## config.mk

```make
export PLATFORM = sky130hd
export DESIGN_NAME = enc_code_capture
export DESIGN_NICKNAME = d
export VERILOG_FILES = /design/src/rtl/enc_code_capture.sv
export SDC_FILE = /design/constraint.sdc
export NUM_CORES = 1
export LEC_CHECK = 0
export ABC_AREA = 0
export ABC_CLOCK_PERIOD_IN_PS = 4300
export CAP_MARGIN = 40
export CORE_UTILIZATION = 40
export CTS_BUF_LIST = sky130_fd_sc_hd__clkbuf_2 sky130_fd_sc_hd__clkbuf_4 sky130_fd_sc_hd__clkbuf_8
export CTS_CLUSTER_SIZE = 12
export DETAILED_ROUTE_END_ITERATION = 10
export GPL_ROUTABILITY_DRIVEN = 0
export GPL_TIMING_DRIVEN = 0
export PLACE_DENSITY = 0.7
export SYNTH_ARGS = -nofsm -noshare
export SYNTH_HDL_FRONTEND = slang
export SYNTH_SLANG_ARGS = --single-unit
```

## constraint.sdc

```tcl
create_clock -name clock -period 4.3 [get_ports clock]
set_clock_uncertainty 0.1 [all_clocks]
set_input_delay 0.645 -clock clock [delete_from_list [all_inputs] [get_ports clock]]
set_output_delay 0.645 -clock clock [all_outputs]
set_load 0.05 [all_outputs]
```

## src/rtl/enc_code_capture.sv

```systemverilog
// Debounced capture of encoder codes: accepts a code once it has been stable for
// STABLE_CYCLES samples, drops back-to-back duplicates and keeps a 4-deep history.
module enc_code_capture #(
  parameter int unsigned STABLE_CYCLES = 4,
  parameter int unsigned CNT_W         = 16
) (
  input  logic        clock,
  input  logic        reset_n,
  input  logic [3:0]  code,
  input  logic        code_valid,
  input  logic        clear,
  output logic [3:0]  last_code,
  output logic [15:0] history,
  output logic [2:0]  hist_count,
  output logic [7:0]  capture_count,
  output logic        new_code,
  output logic        busy
);

  localparam int unsigned HIST_DEPTH = 4;
  localparam logic [CNT_W-1:0] CNT_LAST = CNT_W'(STABLE_CYCLES - 1);
  localparam logic [CNT_W-1:0] CNT_ONE  = CNT_W'(1);
  localparam logic [2:0] HIST_FULL = 3'(HIST_DEPTH);
  localparam logic [7:0] CAP_MAX   = 8'hFF;

  typedef enum logic [1:0] {
    IDLE  = 2'd0,
    COUNT = 2'd1,
    HOLD  = 2'd2
  } state_t;

  state_t           state, state_nxt;
  logic [3:0]       cand, cand_nxt;
  logic [CNT_W-1:0] cnt, cnt_nxt;
  logic             accept_c;

  logic [3:0]  last_code_nxt;
  logic [15:0] history_nxt;
  logic [2:0]  hist_count_nxt;
  logic [7:0]  capture_count_nxt;
  logic        new_code_nxt;
  logic        busy_nxt;

  // State, candidate/counter and output registers
  always_ff @(posedge clock or negedge reset_n) begin
    if (!reset_n) begin
      state         <= IDLE;
      cand          <= 4'd0;
      cnt           <= '0;
      last_code     <= 4'd0;
      history       <= 16'd0;
      hist_count    <= 3'd0;
      capture_count <= 8'd0;
      new_code      <= 1'b0;
      busy          <= 1'b0;
    end else begin
      state         <= state_nxt;
      cand          <= cand_nxt;
      cnt           <= cnt_nxt;
      last_code     <= last_code_nxt;
      history       <= history_nxt;
      hist_count    <= hist_count_nxt;
      capture_count <= capture_count_nxt;
      new_code      <= new_code_nxt;
      busy          <= busy_nxt;
    end
  end

  // Next-state: stability counting; any change or dropped valid restarts the count
  always_comb begin
    state_nxt = state;
    cand_nxt  = cand;
    cnt_nxt   = cnt;
    accept_c  = 1'b0;
    if (clear) begin
      state_nxt = IDLE;
      cand_nxt  = 4'd0;
      cnt_nxt   = '0;
    end else begin
      case (state)
        IDLE: begin
          if (code_valid) begin
            state_nxt = COUNT;
            cand_nxt  = code;
            cnt_nxt   = CNT_ONE;
          end
        end
        COUNT: begin
          if (!code_valid) begin
            state_nxt = IDLE;
            cnt_nxt   = '0;
          end else if (code != cand) begin
            cand_nxt = code;
            cnt_nxt  = CNT_ONE;
          end else if (cnt == CNT_LAST) begin
            accept_c  = 1'b1;
            state_nxt = HOLD;
          end else begin
            cnt_nxt = cnt + CNT_ONE;
          end
        end
        HOLD: begin
          if (!code_valid) begin
            state_nxt = IDLE;
          end else if (code != cand) begin
            state_nxt = COUNT;
            cand_nxt  = code;
            cnt_nxt   = CNT_ONE;
          end
        end
        default: begin
          state_nxt = IDLE;
          cnt_nxt   = '0;
        end
      endcase
    end
  end

  // Outputs: an accept of a code equal to last_code is swallowed as a duplicate
  always_comb begin
    last_code_nxt     = last_code;
    history_nxt       = history;
    hist_count_nxt    = hist_count;
    capture_count_nxt = capture_count;
    new_code_nxt      = 1'b0;
    busy_nxt          = (state_nxt != IDLE);
    if (clear) begin
      last_code_nxt     = 4'd0;
      history_nxt       = 16'd0;
      hist_count_nxt    = 3'd0;
      capture_count_nxt = 8'd0;
      busy_nxt          = 1'b0;
    end else if (accept_c && ((hist_count == 3'd0) || (cand != last_code))) begin
      history_nxt   = {history[11:0], cand};
      last_code_nxt = cand;
      new_code_nxt  = 1'b1;
      if (hist_count != HIST_FULL) begin
        hist_count_nxt = hist_count + 3'd1;
      end
      if (capture_count != CAP_MAX) begin
        capture_count_nxt = capture_count + 8'd1;
      end
    end
  end

endmodule

```

==> results of run 1 <==
[synthesized netlist by cell type (5+ instances only)]
library cell and count:
dfrtp_1 51, nand2_1 38, o21ai_0 28, nand3_1 26
a31oi_1 15, clkbuf_1 12, inv_1 11, nor2_1 11
a21oi_1 10, nor3_1 10, ha_1 8, nand4_1 7
a31o_2 6, o31ai_1 6, a311oi_1 5, and3_1 5
[worst paths after layout]
path                                      from                      endpoint  slack, ns  cells past startpoint
setup reg to reg            cnt[0]$_DFFE_PN0P_  capture_count[6]$_DFFE_PN0P_       1.41                      7
min in group clock         cnt[14]$_DFFE_PN0P_           cnt[14]$_DFFE_PN0P_       0.43                      1
hold / removal                         reset_n       history[14]$_DFFE_PN0P_       0.20                      1
hold reg to reg            cnt[14]$_DFFE_PN0P_           cnt[14]$_DFFE_PN0P_       0.43                      1
max in group asynchronous              reset_n  capture_count[4]$_DFFE_PN0P_       3.35                      2
setup / recovery                       code[2]  capture_count[6]$_DFFE_PN0P_       1.16                      8
[registers in the layout, indices dropped and copies added, names as in the netlist]
signal / cells
busy: 1
cand: 4
capture_count: 8
cnt: 16
hist_count: 3
history: 13
last_code: 3
new_code: 1
state: 2
[critical path, stage by stage]
cell and delay, ns:
clkdlybuf4s50_1 0.53, xnor2_1 0.15, nand4_1 0.16, clkbuf_1 0.25
nor4_2 0.76, buf_2 0.38, a31oi_1 0.12, a311oi_1 0.26
[cell usage in the layout (no fill, tap or decap), types with 7 or more instances in the layout]
| cell type | n |
|---|---|
| nand3_1 | 26 |
| clkbuf_1 | 12 |
| nand2_1 | 38 |
| dfrtp_1 | 51 |
| o21ai_0 | 28 |
| inv_1 | 11 |
| a31oi_1 | 15 |
| clkdlybuf4s50_1 | 38 |
| nor2_1 | 11 |
| ha_1 | 8 |
| nor3_1 | 10 |
| nand4_1 | 7 |
| a21oi_1 | 10 |
[cell type report]
| cell class | instances | area, um2 |
|---|---|---|
| repair buffers | 40 | 405 |
| plain buffers | 21 | 113 |
| inverters | 11 | 41.3 |
| clock buffers | 5 | 68.8 |
| flip-flops and latches | 51 | 1280 |
| fillers | 656 | 3390 |
| well taps | 96 | 120 |
| clock inverters | 3 | 18.8 |
| multi-input cells | 235 | 1470 |
[logic make-up (layout without fill, tap and decap cells)]
kind of cell,after synthesis,after routing,share of synthesized area
buffers and inverters,32,80,0.0530
adders and majority gates,9,9,0.0379
and+or+nand+nor,127,127,0.236
DFF,51,51,0.439
xor gates and xnor gates,8,8,0.0241
muxes,3,3,0.0112
AOI/OAI and AO/OA,88,88,0.198
[power by group through the flow]
stage	Sequential (W)	Combinational (W)	Clock, W
finish	0.000491	0.0000749	0.000288
global route	0.000493	0.0000837	0.000314
CTS	0.000492	0.0000756	0.000298
detailed placement	0.000501	0.0000752	0
global placement	0.000501	0.0000723	0
floorplan	0.000502	0.0000412	0
[stage by stage]
step,utilization,setup slack [ns],power [W],cells,hold WS [ns]
after CTS,0.509,1.20,0.000865,462,0.230
final,0.509,1.16,0.000854,462,0.203
after floorplan,-,1.88,0.000544,318,0.249
after detailed placement,0.497,0.918,0.000576,454,0.411
after global placement,0.494,0.850,0.000573,453,0.396
after global routing,0.509,1.04,0.000890,462,0.246
[per-layer routing]
layer  up-vias  GRT usage
li1       1272          -
met1      1286      0.292
met2        65      0.302
met3        11     0.0351
met4         0     0.0671
met5         -          0
==> summary.md, run 1 <==
| Metric | Value |
|---|---|
| Sequential-to-total area share from yosys stat | `0.439` |
| Via-to-Cell Ratio | `5.70` |
| Comb pwr share | `0.088` |
| Number of slew-limit violations in the final report | `0` |
| Number of synthesis warnings | `0` |
| Top cell type's share of synthesized area | `0.439` |
| Post-synth EDFFs | `0` |
| WL final | `7080 um` |
| CP endpoint kind | `flop` |
| Drt drc | `0` |
| CTS tree | `done` |
| Arrival @ worst endpoint | `3.27 ns` |
| Clk pwr share | `0.337` |
| Data required, critical path | `4.42 ns` |
| Final period util | `0.731` |
| Startpoint class of the critical path | `input pin` |
| CTS hold repair buffers | `0` |
| Max frequency | `318 MHz` |
| PD cells | `243 nW/um2` |
| Max cap viols | `0` |
| CTS H-tree depth | `2` |
| Final instance area | `3520 um2` |
| Synth area leaders | `dfrtp_1 (44%), nand2_1 (4.9%), o21ai_0 (4.8%), nand3_1 (4.5%), ha_1 (3.4%)` |
| Die width | `87.2 um` |
| Initial antenna violation count | `0` |
| CTS max path bufs | `2` |
| P&R area growth vs syn | `21.1%` |
| Outcome | `completed` |
| Layout cells sized above 1 | `0.0984` |
| Reg power frac | `0.575` |
| Internal power | `0.000627 W` |
| Ys flop type | `dfrtp_1` |
| Ports | `41` |
| Slew HR | `0.434` |
| HPWL Detailed | `5060 um` |
| Detailed router's first-iteration violation count | `204` |
| First-pass iteration count of the detailed router | `4` |
| Worst min path class | `input pin to async pin` |
| Worst vdd ir | `0.103 mV` |
| Crit Path Class | `input pin to flop` |
| Final setup fails | `0` |
| Tightest Pin Transition | `0.843 ns` |
| Cts repair resizes | `0` |
| Met2 WL post-DR | `3300 um` |
| Synth area leader | `dfrtp_1` |
| N_diodes | `0` |
| Setup Fix Bufs, Post-CTS | `0` |
| Row cnt | `30` |
| Placed inst area | `3430 um2` |
| Distinct cells, synth | `49` |
| Vias in the first global route | `2422` |
| Starting density of the core | `0.420` |
| Post-route minimum period | `3.14 ns` |
| IO Port Bufs | `39` |
| Reg clk slew, reported paths | `0.10 ns` |
| Psw | `0.000227 W` |
| Via Count | `2634` |
| Leakage power total | `1.46 nW` |
| Met1 wire length | `3420 um` |
| Drt wl/cell | `15.3 um` |
| Mapped Area | `2900 um2` |
| Seq cells post-synth | `51` |
| Clk Latency, worst-skew pair | `0.31 ns` |
| RSZ-0062 raised after global routing | `no` |
| Top layer in use | `met4` |
| Switching Fraction | `0.266` |
| Synthesized Nets | `334` |
| Met3 wire len | `257 um` |
| Crit path max fanout | `10` |
| GRT Total Usage | `0.201` |
| Post-synthesis cell count | `318` |
| Post-DRT Antenna Nets | `0` |
| Grt total ovfl | `0` |
| Setup TNS | `0 ns` |
| Syn Area/Cell | `9.13 um2` |
| Die height | `87.2 um` |
| Final Hold Vio Count | `0` |
| NumNets Final | `381` |
| Core area | `6910 um2` |
| First-pass GRT wire length | `11900 um` |
| Clock Tree Root | `clkbuf_8` |
| Total die area | `7600 um2` |
| Num CTS Buffers | `5` |
| Async set or reset register ratio after synthesis | `1.00` |
| Largest net degree at the start of global routing | `30` |
| CTS sink count | `51` |
Note: power is estimated with default switching activity, not from simulation.
==> run 2: changes to the inputs <==
--- a/config.mk
+++ b/config.mk
@@ -6,7 +6,7 @@
 export NUM_CORES = 1
 export LEC_CHECK = 0
 export ABC_AREA = 0
-export ABC_CLOCK_PERIOD_IN_PS = 4300
+export ABC_CLOCK_PERIOD_IN_PS = 3200
 export CAP_MARGIN = 40
 export CORE_UTILIZATION = 40
 export CTS_BUF_LIST = sky130_fd_sc_hd__clkbuf_2 sky130_fd_sc_hd__clkbuf_4 sky130_fd_sc_hd__clkbuf_8
==> constraint.sdc (replaced) <==
create_clock -name clock -period 3.2 [get_ports clock]
set_clock_uncertainty 0.1 [all_clocks]
set_input_delay 0.48 -clock clock [delete_from_list [all_inputs] [get_ports clock]]
set_output_delay 0.48 -clock clock [all_outputs]
set_load 0.05 [all_outputs]
==> results of run 2 <==
Same layout as run 1 (identical final DEF). Status: completed.
Main changes from that run: setup slack after placement 0.918 ns -> -0.0175 ns; setup slack after layout 1.16 ns -> 0.220 ns; hold slack 0.203 ns -> 0.0377 ns; register-to-register setup slack 1.41 ns -> 0.31 ns; total power 0.000854 W -> 0.00115 W; worst IR drop on VDD 0.103 mV -> 0.139 mV
